### src/rtl/match_judge_pkg.sv
// Shared encodings for the match judge and display-side consumers.
package match_judge_pkg;

  typedef enum logic [1:0] {
    WIN_NONE = 2'b00,
    WIN_P1   = 2'b01,
    WIN_P2   = 2'b10,
    WIN_TIE  = 2'b11
  } winner_t;

  typedef enum logic [2:0] {
    ST_IDLE  = 3'd0,
    ST_RUN   = 3'd1,
    ST_PAUSE = 3'd2,
    ST_JUDGE = 3'd3,
    ST_SHOW  = 3'd4
  } state_t;

endpackage

### src/rtl/match_judge_blink_timer.sv
// Result blink generator: square wave while en is high, held at 1 otherwise.
module blink_timer #(
  parameter int CLK_FREQ = 50_000_000,
  parameter int FLASH_HZ = 2
) (
  input  logic sclk,
  input  logic rst,
  input  logic en,
  output logic flash
);

  localparam int          DIV   = (CLK_FREQ / (2 * FLASH_HZ) > 0) ? CLK_FREQ / (2 * FLASH_HZ) : 1;
  localparam int unsigned DIV_W = (DIV > 1) ? $clog2(DIV) : 1;

  logic [DIV_W-1:0] div_q;
  logic             flash_q;

  // Divider and toggle flop; both park in their start values while disabled
  always_ff @(posedge sclk) begin
    if (rst || !en) begin
      div_q   <= '0;
      flash_q <= 1'b1;
    end else if (div_q == DIV_W'(DIV - 1)) begin
      div_q   <= '0;
      flash_q <= ~flash_q;
    end else begin
      div_q   <= div_q + 1'b1;
    end
  end

  // Outside the enabled window the display is never blanked
  always_comb begin
    flash = flash_q | ~en;
  end

endmodule

### src/rtl/match_judge.sv
// Round judge: tracks countdown phases, decides the winner and keeps the best score.
module match_judge
  import match_judge_pkg::*;
#(
  parameter int CNT_W    = 7,
  parameter int CLK_FREQ = 50_000_000,
  parameter int FLASH_HZ = 2
) (
  input  logic             sclk,
  input  logic             rst,
  input  logic             is_counting,
  input  logic [CNT_W-1:0] down_cnt,
  input  logic [CNT_W-1:0] cnt_1,
  input  logic [CNT_W-1:0] cnt_2,
  input  logic             clr,
  output logic [1:0]       winner,
  output logic             result_valid,
  output logic [CNT_W-1:0] best_score,
  output logic             new_record,
  output logic             flash
);

  state_t           state_q, state_d;
  logic             counting_q;
  logic             rise, fall;
  winner_t          win_q;
  logic             valid_q, record_q;
  logic [CNT_W-1:0] best_q;
  logic [CNT_W-1:0] top_cnt;

  // Single input register for is_counting edge detection
  always_ff @(posedge sclk) begin
    if (rst) counting_q <= 1'b0;
    else     counting_q <= is_counting;
  end

  // Edges and the higher of the two player counts
  always_comb begin
    rise    = is_counting & ~counting_q;
    fall    = ~is_counting & counting_q;
    top_cnt = (cnt_1 > cnt_2) ? cnt_1 : cnt_2;
  end

  // State register
  always_ff @(posedge sclk) begin
    if (rst) state_q <= ST_IDLE;
    else     state_q <= state_d;
  end

  // Next-state logic; a rise in SHOW takes priority over clr
  always_comb begin
    state_d = state_q;
    unique case (state_q)
      ST_IDLE:  if (rise) state_d = ST_RUN;
      ST_RUN:   if (fall) state_d = (down_cnt == '0) ? ST_JUDGE : ST_PAUSE;
      ST_PAUSE: if (rise) state_d = ST_RUN;
      ST_JUDGE: state_d = ST_SHOW;
      ST_SHOW: begin
        if (rise)     state_d = ST_RUN;
        else if (clr) state_d = ST_IDLE;
      end
      default:  state_d = ST_IDLE;
    endcase
  end

  // Result registers: latched when leaving JUDGE, cleared on entry to RUN or IDLE
  always_ff @(posedge sclk) begin
    if (rst) begin
      win_q    <= WIN_NONE;
      valid_q  <= 1'b0;
      record_q <= 1'b0;
      best_q   <= '0;
    end else if (state_q == ST_JUDGE) begin
      valid_q <= 1'b1;
      if (cnt_1 > cnt_2)      win_q <= WIN_P1;
      else if (cnt_2 > cnt_1) win_q <= WIN_P2;
      else                    win_q <= WIN_TIE;
      if (top_cnt > best_q) begin
        best_q   <= top_cnt;
        record_q <= 1'b1;
      end else begin
        record_q <= 1'b0;
      end
    end else if (state_d == ST_RUN || state_d == ST_IDLE) begin
      win_q    <= WIN_NONE;
      valid_q  <= 1'b0;
      record_q <= 1'b0;
    end
  end

  blink_timer #(
    .CLK_FREQ(CLK_FREQ),
    .FLASH_HZ(FLASH_HZ)
  ) u_blink (
    .sclk (sclk),
    .rst  (rst),
    .en   (state_q == ST_SHOW),
    .flash(flash)
  );

  // Output mapping
  always_comb begin
    winner       = win_q;
    result_valid = valid_q;
    new_record   = record_q;
    best_score   = best_q;
  end

endmodule

### config.mk
export PLATFORM = sky130hd
export DESIGN_NAME = match_judge
export DESIGN_NICKNAME = d
export VERILOG_FILES = /design/src/rtl/match_judge_pkg.sv /design/src/rtl/match_judge_blink_timer.sv /design/src/rtl/match_judge.sv
export SDC_FILE = /design/constraint.sdc
export NUM_CORES = 1
export LEC_CHECK = 0
export ABC_AREA = 1
export BUFFER_PORTS_ARGS = -buffer_cell sky130_fd_sc_hd__clkbuf_2
export CORE_UTILIZATION = 55
export DETAILED_ROUTE_END_ITERATION = 16
export HOLD_SLACK_MARGIN = 0.03
export PLACE_DENSITY_LB_ADDON = 0.3
export SLEW_MARGIN = 10
export SYNTH_ARGS = -nofsm -noshare
export SYNTH_HDL_FRONTEND = slang
export SYNTH_SLANG_ARGS = --single-unit
### constraint.sdc
create_clock -name sclk -period 3 [get_ports sclk]
set_input_delay 0.3 -clock sclk [delete_from_list [all_inputs] [get_ports sclk]]
set_output_delay 0.3 -clock sclk [all_outputs]
set_load 0.005 [all_outputs]
---- Yosys cells after proc, flatten, opt, wreduce, memory -nomap -nowiden ----
Cells that the tools add are included.
storage, ports and cells
  register bits ........................... 40
  input bits .............................. 25
  output and inout bits ................... 12
operators by class
  add/subtract/negate cells ............... 1
  $lt $le $gt $ge ......................... 3
  eq/ne operators ......................... 6
  mux-type cells .......................... 15
  bitwise operators ....................... 7
  reductions and logical operators ........ 10
operator list
  cell                   count
  $add 24x1->24 const B  1
  $eq 24x24->1 const B   1
  $gt 7x7->1             3
  $mux 3                 4
  $pmux 3 s4             1
  $logic_not 7->1        1
  $mux 7                 1
  $eq 3x1->1 const B     2
  $eq 3x2->1 const B     2
  $logic_not 3->1        2
  $mux 1                 6
  $mux 2                 3
  $not 1->1              4
  $reduce_or 2->1        2
  $eq 3x3->1 const B     1
  $and 1x1->1            2
  $logic_or 1x1->1       2
  $reduce_and 2->1       1
  $reduce_bool 2->1      1
  $logic_not 1->1        1
  $or 1x1->1             1

---- Depth between registers and ports, before layout ----
Gate-level depths: netlist of the first run.
  word-level depth ........................ 8
  gate-level depth with buffers ........... 21
  gate-level depth less buffers ........... 20

---- Cells and area by module ----
From an unflattened synthesis of the first run, not the netlist that was laid out.
unflattened totals
  cells, all modules ...................... 374
  area total of the unflattened synthesis .. 2466.1 um2
by module, submodules not included
  module       instances  cells an instance  area an instance (um2)  sequential area each (um2)
  blink_timer  1          201                1373.8                  500.5
  match_judge  1          173                1092.3                  300.3

---- Worst setup path after synthesis of the first run ----
No wires, ideal clock.
  kind .................................... input port to flip-flop
  start point ............................. input cnt_1[6]
  end point ............................... register best_q[1], in the netlist best_score[1]
  library setup time ...................... 0.112 ns
  data arrival time ....................... 2.324 ns
  required time ........................... 2.888 ns
  setup slack ............................. 0.565 ns
  cell stages on the path ................. 18
  cell sequence ........................... inv_1 ha_1 nand2_1 inv_1 a21oi_2 nand2_2 nand2_1 nand2_1 ha_1 nand2_1 inv_1 a21oi_1 nand2_1 nand2_1 buf_2 nand2_1 nand2_1 nor2_1
between the ends
  cells in the longest elaborated chain, start to end .. 4
ends and longest elaborated chain
  element                         line               text
  from (decl)                     match_judge.sv:13  input logic [CNT_W-1:0] cnt_1,
  $gt 7x7->1                      match_judge.sv:41  top_cnt = (cnt_1 > cnt_2) ? cnt_1 : cnt_2;
  $mux 7 (*)                      match_judge.sv:41
  named net top_cnt[6]            match_judge.sv:29  logic [CNT_W-1:0] top_cnt;
  $gt 7x7->1 (*)                  match_judge.sv:78  if (top_cnt > best_q) begin
  $reduce_and 2->1 (no line) (*)  n/a
  to (signal assigned)            match_judge.sv:79  best_q <= top_cnt;
  to (decl)                       match_judge.sv:28  logic [CNT_W-1:0] best_q;
The timed path passes the listed nets; every way through them passes the cells marked *.
A chain may end at the register's enable or synchronous reset.

---- Worst setup path in the final report of the first run ----
  start point ............................. input cnt_1[2]
  end point ............................... register best_q[5], in the netlist best_score[5]
between the ends
  cells in the longest elaborated chain, start to end .. 4
ends and longest elaborated chain
  element                     line
  $gt 7x7->1                  match_judge.sv:41
  $mux 7                      match_judge.sv:41
  named net top_cnt[4]        match_judge.sv:29
  $gt 7x7->1                  match_judge.sv:78
  $reduce_and 2->1 (no line)  n/a
The timed path passes the listed nets, and every way through them passes these cells.

==> key figures, run 1 <==
Clock network
  – CTS clk-pin slew, worst paths: approximately 0.08 ns
  – Clk root buf: clkbuf_8
  – Hold Buf Count CTS: 0
  – Clock sink count: 40
  – CTS Buf Count: 5
  – CTS tree: yes
  – H-tree depth: 2
  – Worst-Skew Late Latency: 0.29 ns
  – Clock Path Buffers: 2
  – Post-CTS Setup Bufs: 0
  – Cts repair resizes: 0

Pwr
  – Standby leakage power: 1.125 nW
  – VDD IR max: 280.8 µV
  – Pwr dens: 400.6 nW/µm²

Worst setup path
  – Critical path class: input port to flop
  – Crit-path max FO: 15
  – CP arrival: 2.80 ns
  – Critical path's top delay family: simple AND/OR/NAND/NOR gates
  – Req. time, crit path: about 3.2 ns
  – CP most frequent cell: nand2_1
  – CP Cell Sequence: clkbuf_2 > inv_1 > ha_1 > a21oi_1 > nand2_1 > nand2_1 > nand2_2 > nand2_1 > nand2_1 > ha_1 > nand2_1 > nand2_1 > a21oi_1 > nand2_1 > nand2_1 > nand2_1 > nand2_1 > nor2_1
  – Crit end category: flop
  – Kind of start point of the critical path: input port
  – Critical-path top delay cell: nand2_1
  – Crit path buffers/inverters: 2
  – Worst path max stage delay: approximately 0.34 ns

Timing
  – Worst Clk Skew: approximately 0.0023 ns
  – Crit share post-route: between 80% and 90%
  – Worst Max-Slew Pin Slew: 0.4769 ns
  – Period minus WS final: 2.607 ns
  – Hold Violations, Final: 0
  – Slew Limit Fails: 0
  – Min Hold Slack: 0.2332 ns
  – RSZ-0062 raised after global routing: no
  – Setup TNS: 0 ns
  – Fmax: 383.6 MHz
  – Slew HR: between 60 and 70%
  – # setup viols final: 0

Layout
  – Layout area overhead: 13.73%
  – Inserted Diodes: 0
  – Commonest non-fill, non-tap cell in the layout: nand2_1
  – Fillers: 371
  – Most frequent cells in the layout: nand2_1, nor2_1, inv_1
  – Count of non-filler cells in the finished layout: 462
  – Final layout net count: 451
  – Layout cell share with drive strength beyond 1: 14.08%

Job
  – # Max-Cap Violations: 0

Drt
  – Vias per inst: 5.104
  – Total number of vias: 2358
  – DR iter-0 viols: between 150 and 200
  – DR WL/cell: 11.08 µm
  – Number of iterations in the first detailed-routing pass: 4
  – Final wirelength: about 5.1 mm
  – Post-route DRC: 0
  – Remaining antenna violation count after routing: 0

Floorplanning
  – Die height: 68.02 µm
  – Row cnt: 23
  – Die area: 4627 µm²
  – I/O pin cnt: 37
  – Starting Density: ~59%
  – Core area: 4086 µm²
  – Die width: 68.02 µm

Logic synthesis
  – Ys Warns: 0
  – Sequential cell area fraction in the yosys report: 33.40%
  – Syn_area_per_cell: about 6.5 µm²
  – Cell variety after synth: 25
  – Post-Syn Area: around 2400 µm²
  – Synth top area share: 33.40%
  – Synth area leader: dfxtp_1
  – Number of synthesized register bits: 40
  – Area contributors post-synth: dfxtp_1, nand2_1, nor2_1
  – Mapped Cells: 371
  – Syn Nets: roughly 410

Placement
  – IO buf count: 36
  – Dpl cells: 454
  – Routability cong.: 0.9326
  – DPL Wire Length: 4.105 mm

GRT
  – GR Util All Layers: between 20% and 30%
  – Initial antenna violation count: 0
  – Vias in the first global route: 2204
  – Largest net degree at the start of global routing: 25
  – Gr ovfl total: 0
  – First-pass GRT wire length: 8.797 mm

Worst hold path
  – Worst hold path type: input port to flop

Status
  – Outcome: finished clean
-- power breakdown --
group	internal, mW	switching (mW)	total, mW
Combinational	0.0513	0.0717	0.123
Clock	0.246	0.188	0.434
Sequential	0.533	0.00185	0.535
-- synthesized netlist by cell type --
cell type / count
a21oi_1: 23
a21oi_2: 3
buf_2: 2
buf_6: 2
dfxtp_1: 40
ha_1: 15
inv_1: 46
inv_2: 1
nand2_1: 113
nand2_2: 3
nand3_1: 19
nand3_2: 1
nand3b_1: 6
nand4_1: 9
nor2_1: 68
nor2_2: 1
nor2_4: 2
nor3_1: 3
nor3_2: 1
nor4_1: 1
o211ai_1: 1
o21ai_0: 2
or2_2: 1
xnor2_1: 4
xor2_1: 4
-- logic make-up (layout without fill, tap and decap cells) --
group	after synthesis	count (layout)	synth area share (%)
AO/OA/AOI/OAI	29	29	6.629
AND/OR/NAND/NOR	228	228	40.50
XOR/XNOR	8	8	2.922
buffers and inverters	51	92	8.716
flip-flops	40	40	33.40
adder cells (fa/ha/maj)	15	15	7.829
-- metal layers --
layer	up-vias	track usage, %	wire, µm
li1	1247	-	-
met1	1036	28.14	2251
met2	65	44.73	2535
met3	10	4.500	233
met4	0	11.46	96
met5	-	0	0
-- sequential cells by signal, indices dropped and copies added, names as in the netlist --
register         flops
result_valid         1
state_q              3
counting_q           1
best_score           7
new_record           1
u_blink.flash_q      1
u_blink.div_q       24
winner               2
-- metrics by stage --
| stage | utilization [%] | area (µm²) | setup slack, ns | power (mW) |
|---|---|---|---|---|
| 5_1_grt | 66.72 | 2726 | 0.08803 | 1.144 |
| 4_1_cts | 66.72 | 2726 | 0.4247 | 1.106 |
| 3_5_place_dp | 63.99 | 2615 | 0.1338 | 0.6704 |
| 3_3_place_gp | 63.99 | 2615 | 0.2583 | 0.6652 |
| 6_report | 66.72 | 2726 | 0.3932 | 1.092 |
| 2_1_floorplan | - | 2397 | 0.5647 | 0.6302 |
-- cell type report --
type,instances,area [µm²],share of cell area [%]
clock buffer,5,68.82,2.524
clock inverter,3,42.54,1.560
inverter,47,176.4,6.471
multi-input combinational,280,1388,50.89
sequential,40,800.8,29.37
tap,50,62.56,2.295
timing repair buffer,37,187.7,6.884
-- worst paths after layout --
| path | start | endpoint | slack [ns] | cells past startpoint |
|---|---|---|---|---|
| hold / removal | is_counting | counting_q$_SDFF_PP0_ | 0.23 | 3 |
| setup reg to reg | u_blink.div_q[0]$_SDFF_PP0_ | u_blink.div_q[6]$_SDFF_PP0_ | 1.09 | 8 |
| setup / recovery | cnt_1[2] | best_score[5]$_SDFFE_PP0P_ | 0.39 | 18 |
| hold reg to reg | result_valid$_SDFFE_PP0P_ | result_valid$_SDFFE_PP0P_ | 0.47 | 2 |
-- tightest hold or removal path, cell delays in order --
cell and delay, ns:
clkbuf_2 0.09, inv_1 0.06, nor2_1 0.04
Note: power is estimated with default switching activity, not from simulation.
==> inputs of run 2 (changes only) <==
--- a/config.mk
+++ b/config.mk
@@ -7,6 +7,7 @@
 export LEC_CHECK = 0
 export ABC_AREA = 1
 export BUFFER_PORTS_ARGS = -buffer_cell sky130_fd_sc_hd__clkbuf_2
+export CORE_ASPECT_RATIO = 0.9
 export CORE_UTILIZATION = 55
 export DETAILED_ROUTE_END_ITERATION = 16
 export HOLD_SLACK_MARGIN = 0.03
==> key figures, run 2 (same netlist as run 1, synthesis figures left out) <==
Status
  – Outcome: finished clean

Drt
  – Remaining antenna violation count after routing: 0
  – DR iter-0 viols: 155
  – Post-route DRC: 0
  – Vias per inst: around 5.1
  – Final wirelength: 5.268 mm
  – Total number of vias: around 2400
  – DR WL/cell: between 10 and 15 µm
  – Number of iterations in the first detailed-routing pass: 5

Worst setup path
  – Critical path depth in cells: 18
  – CP most frequent cell: nand2_1
  – Critical path's top delay family: simple AND/OR/NAND/NOR gates
  – Critical-path top delay cell: nand2_1
  – Critical register-to-register path startpoint: u_blink.div_q[0]$_SDFF_PP0_
  – CP Cell Sequence: clkbuf_2 > inv_1 > ha_1 > a21oi_1 > nand2_1 > nand2_1 > nand2_2 > nand2_1 > nand2_1 > ha_1 > nand2_1 > inv_1 > a21oi_1 > nand2_1 > nand2_1 > nand2_1 > nand2_1 > nor2_1
  – Worst path max stage delay: 0.36 ns
  – Kind of start point of the critical path: input port
  – Req. time, crit path: 3.19 ns
  – Crit end category: flop
  – Crit-path max FO: 15
  – Worst R2R Path Depth: 8
  – FF-to-FF End: u_blink.div_q[17]$_SDFF_PP0_
  – Crit path buffers/inverters: 3
  – R2r setup slk: 1.06 ns
  – CP arrival: 2.72 ns
  – Critical path class: input port to flop

Layout
  – Fillers: 397
  – Most frequent cells in the layout: nand2_1, nor2_1, inv_1
  – Biggest register: u_blink.div_q
  – Max reg flops: 24
  – Commonest non-fill, non-tap cell in the layout: nand2_1
  – Inserted Diodes: 0
  – Layout area overhead: 13.47%
  – Layout cell share with drive strength beyond 1: 13.83%
  – Final layout net count: 451

Placement
  – DPL Wire Length: 4.089 mm
  – Pre-CTS setup slack: about 0.20 ns
  – IO buf count: 36
  – Routability cong.: 0.8951

Floorplanning
  – Die height: approximately 65 µm
  – Core area: a little over 4000 µm²
  – Row cnt: 22
  – Starting Density: 58.06%
  – Die width: 71.59 µm
  – Die area: about 4600 µm²
  – I/O pin cnt: 37

Clock network
  – Worst-Skew Late Latency: ~0.30 ns
  – CTS clk-pin slew, worst paths: ~0.08 ns
  – Clock Path Buffers: 2
  – H-tree depth: 2
  – Clock sink count: 40
  – Post-CTS Setup Bufs: 0
  – CTS Buf Count: 5
  – Cts repair resizes: 0
  – Hold Buf Count CTS: 0
  – Clk root buf: clkbuf_8
  – CTS tree: yes

Pwr
  – Standby leakage power: 1.126 nW
  – VDD IR max: between 200 and 300 µV
  – Pwr dens: 400.5 nW/µm²

Timing
  – Slew HR: between 60 and 70%
  – Fmax: 396.0 MHz
  – Worst Max-Slew Pin Slew: 0.4757 ns
  – Hold Violations, Final: 0
  – Period minus WS final: 2.525 ns
  – Setup TNS: 0 ns
  – RSZ-0062 raised after global routing: no
  – Worst Clk Skew: 0.004195 ns
  – # setup viols final: 0
  – Crit share post-route: 84.18%
  – Slew Limit Fails: 0
  – Setup ws final: 0.4747 ns

GRT
  – Initial antenna violation count: 0
  – First-pass GRT wire length: between 9 and 10 mm
  – Largest net degree at the start of global routing: 25
  – Vias in the first global route: 2187
  – Gr ovfl total: 0
  – GR Util All Layers: roughly a quarter

Worst hold path
  – Worst hold path type: input port to flop
  – Worst hold path cell count: 3
  – Hold endpoint: counting_q$_SDFF_PP0_
  – HP Start: is_counting

Job
  – # Max-Cap Violations: 0
==> run 2: changes by cell type in the layout (fill, tap and decap cells not counted) <==
cell and delta:
clkbuf_1 +1, clkinvlp_4 -1
==> run 2: worst max path at each step <==
stage	start	endpoint	slack (ns)
global route	cnt_1[2]	best_score[4]$_SDFFE_PP0P_	0.11
global placement	cnt_1[2]	best_score[6]$_SDFFE_PP0P_	0.26
CTS	cnt_1[2]	best_score[4]$_SDFFE_PP0P_	0.49
detailed placement	cnt_1[2]	best_score[4]$_SDFFE_PP0P_	0.20
floorplan	cnt_1[6]	best_score[1]$_SDFFE_PP0P_	0.56
finish	cnt_1[2]	best_score[4]$_SDFFE_PP0P_	0.47
==> run 2: layer usage <==
layer / global-route usage (%) / share of wire (%)
met5: 0 / 0
met1: 34.33 / 49
met3: 6.532 / 5.0
met2: 41.31 / 45
met4: 8.824 / 1.5
==> run 2: stage by stage <==
stage                     hold slack [ns]  power (mW)  utilization [%]  instance area, µm²  std cells
final                              0.2320       1.089            65.88                2720        460
after global routing               0.2356       1.138            65.88                2720        460
after CTS                          0.2312       1.099            65.88                2720        460
after detailed placement           0.4615      0.6699            63.27                2613        452
after global placement             0.4498      0.6650            63.27                2613        452
after floorplan                    0.4249      0.6302                -                2397        371
==> run 2: area by class of cell <==
cell class	count	area, µm²	area share, %
multi-input cells	280	1388	51.01
flip-flops and latches	40	800.8	29.44
repair buffers	37	187.7	6.900
inverters	47	176.4	6.486
clock buffers	6	72.57	2.668
well taps	48	60.06	2.208
clock inverters	2	35.03	1.288
==> run 2: tightest hold or removal path: stages <==
cell and delay [ns]:
clkbuf_2 0.09, inv_1 0.06, nor2_1 0.04
==> run 2: power by group <==
part / internal, mW / total (mW) / switching [mW] / leakage [nW]
clock: 0.247 / 0.431 / 0.184 / 0.0552
sequential: 0.533 / 0.535 / 0.00179 / 0.323
combinational: 0.0516 / 0.124 / 0.0720 / 0.749
total: 0.831 / 1.09 / 0.258 / 1.13
==> inputs of run 3 (changes only) <==
--- a/config.mk
+++ b/config.mk
@@ -8,7 +8,7 @@
 export ABC_AREA = 1
 export BUFFER_PORTS_ARGS = -buffer_cell sky130_fd_sc_hd__clkbuf_2
 export CORE_ASPECT_RATIO = 0.9
-export CORE_UTILIZATION = 55
+export CORE_UTILIZATION = 51
 export DETAILED_ROUTE_END_ITERATION = 16
 export HOLD_SLACK_MARGIN = 0.03
 export PLACE_DENSITY_LB_ADDON = 0.3
==> constraint.sdc (replaced) <==
create_clock -name sclk -period 2.2 [get_ports sclk]
set_input_delay 0.22 -clock sclk [delete_from_list [all_inputs] [get_ports sclk]]
set_output_delay 0.22 -clock sclk [all_outputs]
set_load 0.005 [all_outputs]
==> key figures, run 3 (same netlist as run 1, synthesis figures left out) <==
Job
  – # Max-Cap Violations: 0

Pwr
  – Standby leakage power: 1.275 nW
  – VDD IR max: 357.8 µV
  – Pwr dens: 480.1 nW/µm²

Clock network
  – CTS tree: yes
  – CTS clk-pin slew, worst paths: 0.07 ns
  – Clock Path Buffers: 2
  – Clk root buf: clkbuf_8
  – Clock sink count: 40
  – CTS Buf Count: 5
  – Worst-Skew Late Latency: 0.30 ns
  – Hold Buf Count CTS: 0
  – H-tree depth: 2

Timing
  – # setup viols final: 0
  – Crit share post-route: 94.36%
  – Min Hold Slack: 0.1587 ns
  – Fmax: 481.7 MHz
  – Worst Max-Slew Pin Slew: between 0.4 and 0.5 ns
  – Hold Violations, Final: 0
  – Slew Limit Fails: 0
  – Period minus WS final: 2.076 ns
  – Slew HR: 66.87%
  – Setup ws final: between 0.1 and 0.15 ns
  – Worst Clk Skew: 0.008495 ns

Layout
  – Fillers: between 300 and 400
  – Final layout net count: 477
  – Commonest non-fill, non-tap cell in the layout: nand2_1
  – Most frequent cells in the layout: nand2_1, nor2_1, inv_1
  – Layout area overhead: 29.65%
  – Layout cell share with drive strength beyond 1: around 25%
  – Biggest register: u_blink.div_q
  – Max reg flops: 24
  – Inserted Diodes: 0
  – Count of non-filler cells in the finished layout: 499

Floorplanning
  – Row cnt: 23
  – Die height: 67.04 µm
  – I/O pin cnt: 37
  – Die width: around 74 µm
  – Die area: 4979 µm²
  – Starting Density: 53.40%
  – Core area: 4489 µm²

Worst setup path
  – Worst path max stage delay: about 0.28 ns
  – CP Cell Sequence: clkbuf_2 > inv_1 > ha_4 > nand2_2 > nor2_4 > nand2_4 > buf_4 > nand3_1 > nand2_2 > ha_1 > nand2_1 > nor2_4 > nand2_1 > nand2_2 > nand2_4 > nand2_2 > nand2_1 > nor2_1
  – Req. time, crit path: 2.43 ns
  – Crit path buffers/inverters: 3
  – Crit-path max FO: 8
  – R2r setup slk: around 0.4 ns
  – Critical path's top delay family: simple AND/OR/NAND/NOR gates
  – Kind of start point of the critical path: input port
  – Critical path class: input port to flop
  – CP most frequent cell: nand2_2
  – Crit end category: flop
  – CP arrival: 2.31 ns
  – Critical-path top delay cell: ha_1

Status
  – Outcome: finished clean

Drt
  – Number of iterations in the first detailed-routing pass: 5
  – DR iter-0 viols: 191
  – Remaining antenna violation count after routing: 0
  – Final wirelength: 5.820 mm
  – DR WL/cell: 11.66 µm
  – Vias per inst: approximately 5
  – Post-route DRC: 0
  – Total number of vias: 2530

Worst hold path
  – Worst hold path type: input port to flop

Placement
  – IO buf count: 36
  – Routability cong.: 0.9442
  – Pre-CTS setup slack: -0.3049 ns
  – Dpl cells: about 490
  – DPL Wire Length: slightly above 4 mm

GRT
  – Gr ovfl total: 0
  – First-pass GRT wire length: 8.790 mm
  – Global-route track usage on met2: 38.52%
  – Largest net degree at the start of global routing: 25
  – GR Util All Layers: 23.12%
  – Vias in the first global route: 2097
  – Gr busiest metal: met2
  – GR met1 Demand/Resource: between 20% and 30%
  – Met3 Resource Use GR: 4.236%
  – Initial antenna violation count: 0
-- run 3: cell count changes in the layout (fill, tap and decap cells not counted), sizes merged --
cell    change
buf        +25
nand2       +1
bufinv      -1
-- run 3: final timing paths --
path,start,end,cells past startpoint
worst min register to register,winner[1]$_SDFFE_PP0P_,winner[1]$_SDFFE_PP0P_,2
worst max register to register,u_blink.div_q[0]$_SDFF_PP0_,u_blink.div_q[11]$_SDFF_PP0_,8
worst max-delay path,cnt_1[6],best_score[2]$_SDFFE_PP0P_,18
worst min-delay path,is_counting,counting_q$_SDFF_PP0_,3
-- run 3: cell type report --
cell class	instances	area [µm²]	area share, %
Clock buffer	6	72.57	2.335
Clock inverter	1	5.005	0.1610
Multi-Input combinational cell	281	1584	50.97
Timing Repair Buffer	62	391.6	12.60
Sequential cell	40	800.8	25.76
Inverter	47	176.4	5.676
Tap cell	62	77.57	2.496
-- run 3: timing repair --
item / in CTS / in global routing
resized for setup: 0 / 34
buffers inserted: 0 / 4
setup endpoints to repair: 0 / 8
-- run 3: routing by layer --
layer	part of all wire, %	vias to the layer above
met2	47	90
met1	44	1121
li1	-	1302
met3	6.0	17
met5	0	-
met4	2.4	0
-- run 3: stage by stage --
stage | TNS, ns | area (µm²) | util [%] | total power [mW]
detailed placement | -2.248 | 2805 | 62.49 | 0.9549
global route | -0.1535 | 3108 | 69.23 | 1.558
finish | 0 | 3108 | 69.23 | 1.492
CTS | 0 | 2883 | 64.21 | 1.425
global placement | -1.700 | 2805 | 62.49 | 0.9490
floorplan | 0 | 2421 | - | 0.8654
-- run 3: power by group --
part | leakage, nW | switching (mW) | internal [mW] | total (mW)
clock network | 0.0410 | 0.255 | 0.216 | 0.471
logic | 0.912 | 0.154 | 0.138 | 0.292
registers | 0.323 | 0.00254 | 0.727 | 0.729
total | 1.28 | 0.411 | 1.08 | 1.49
-- run 3: worst min-delay path, delay by kind of cell --
family / cells / cell delay, ns
buffers and inverters: 2 / 0.15
and+or+nand+nor: 1 / 0.04
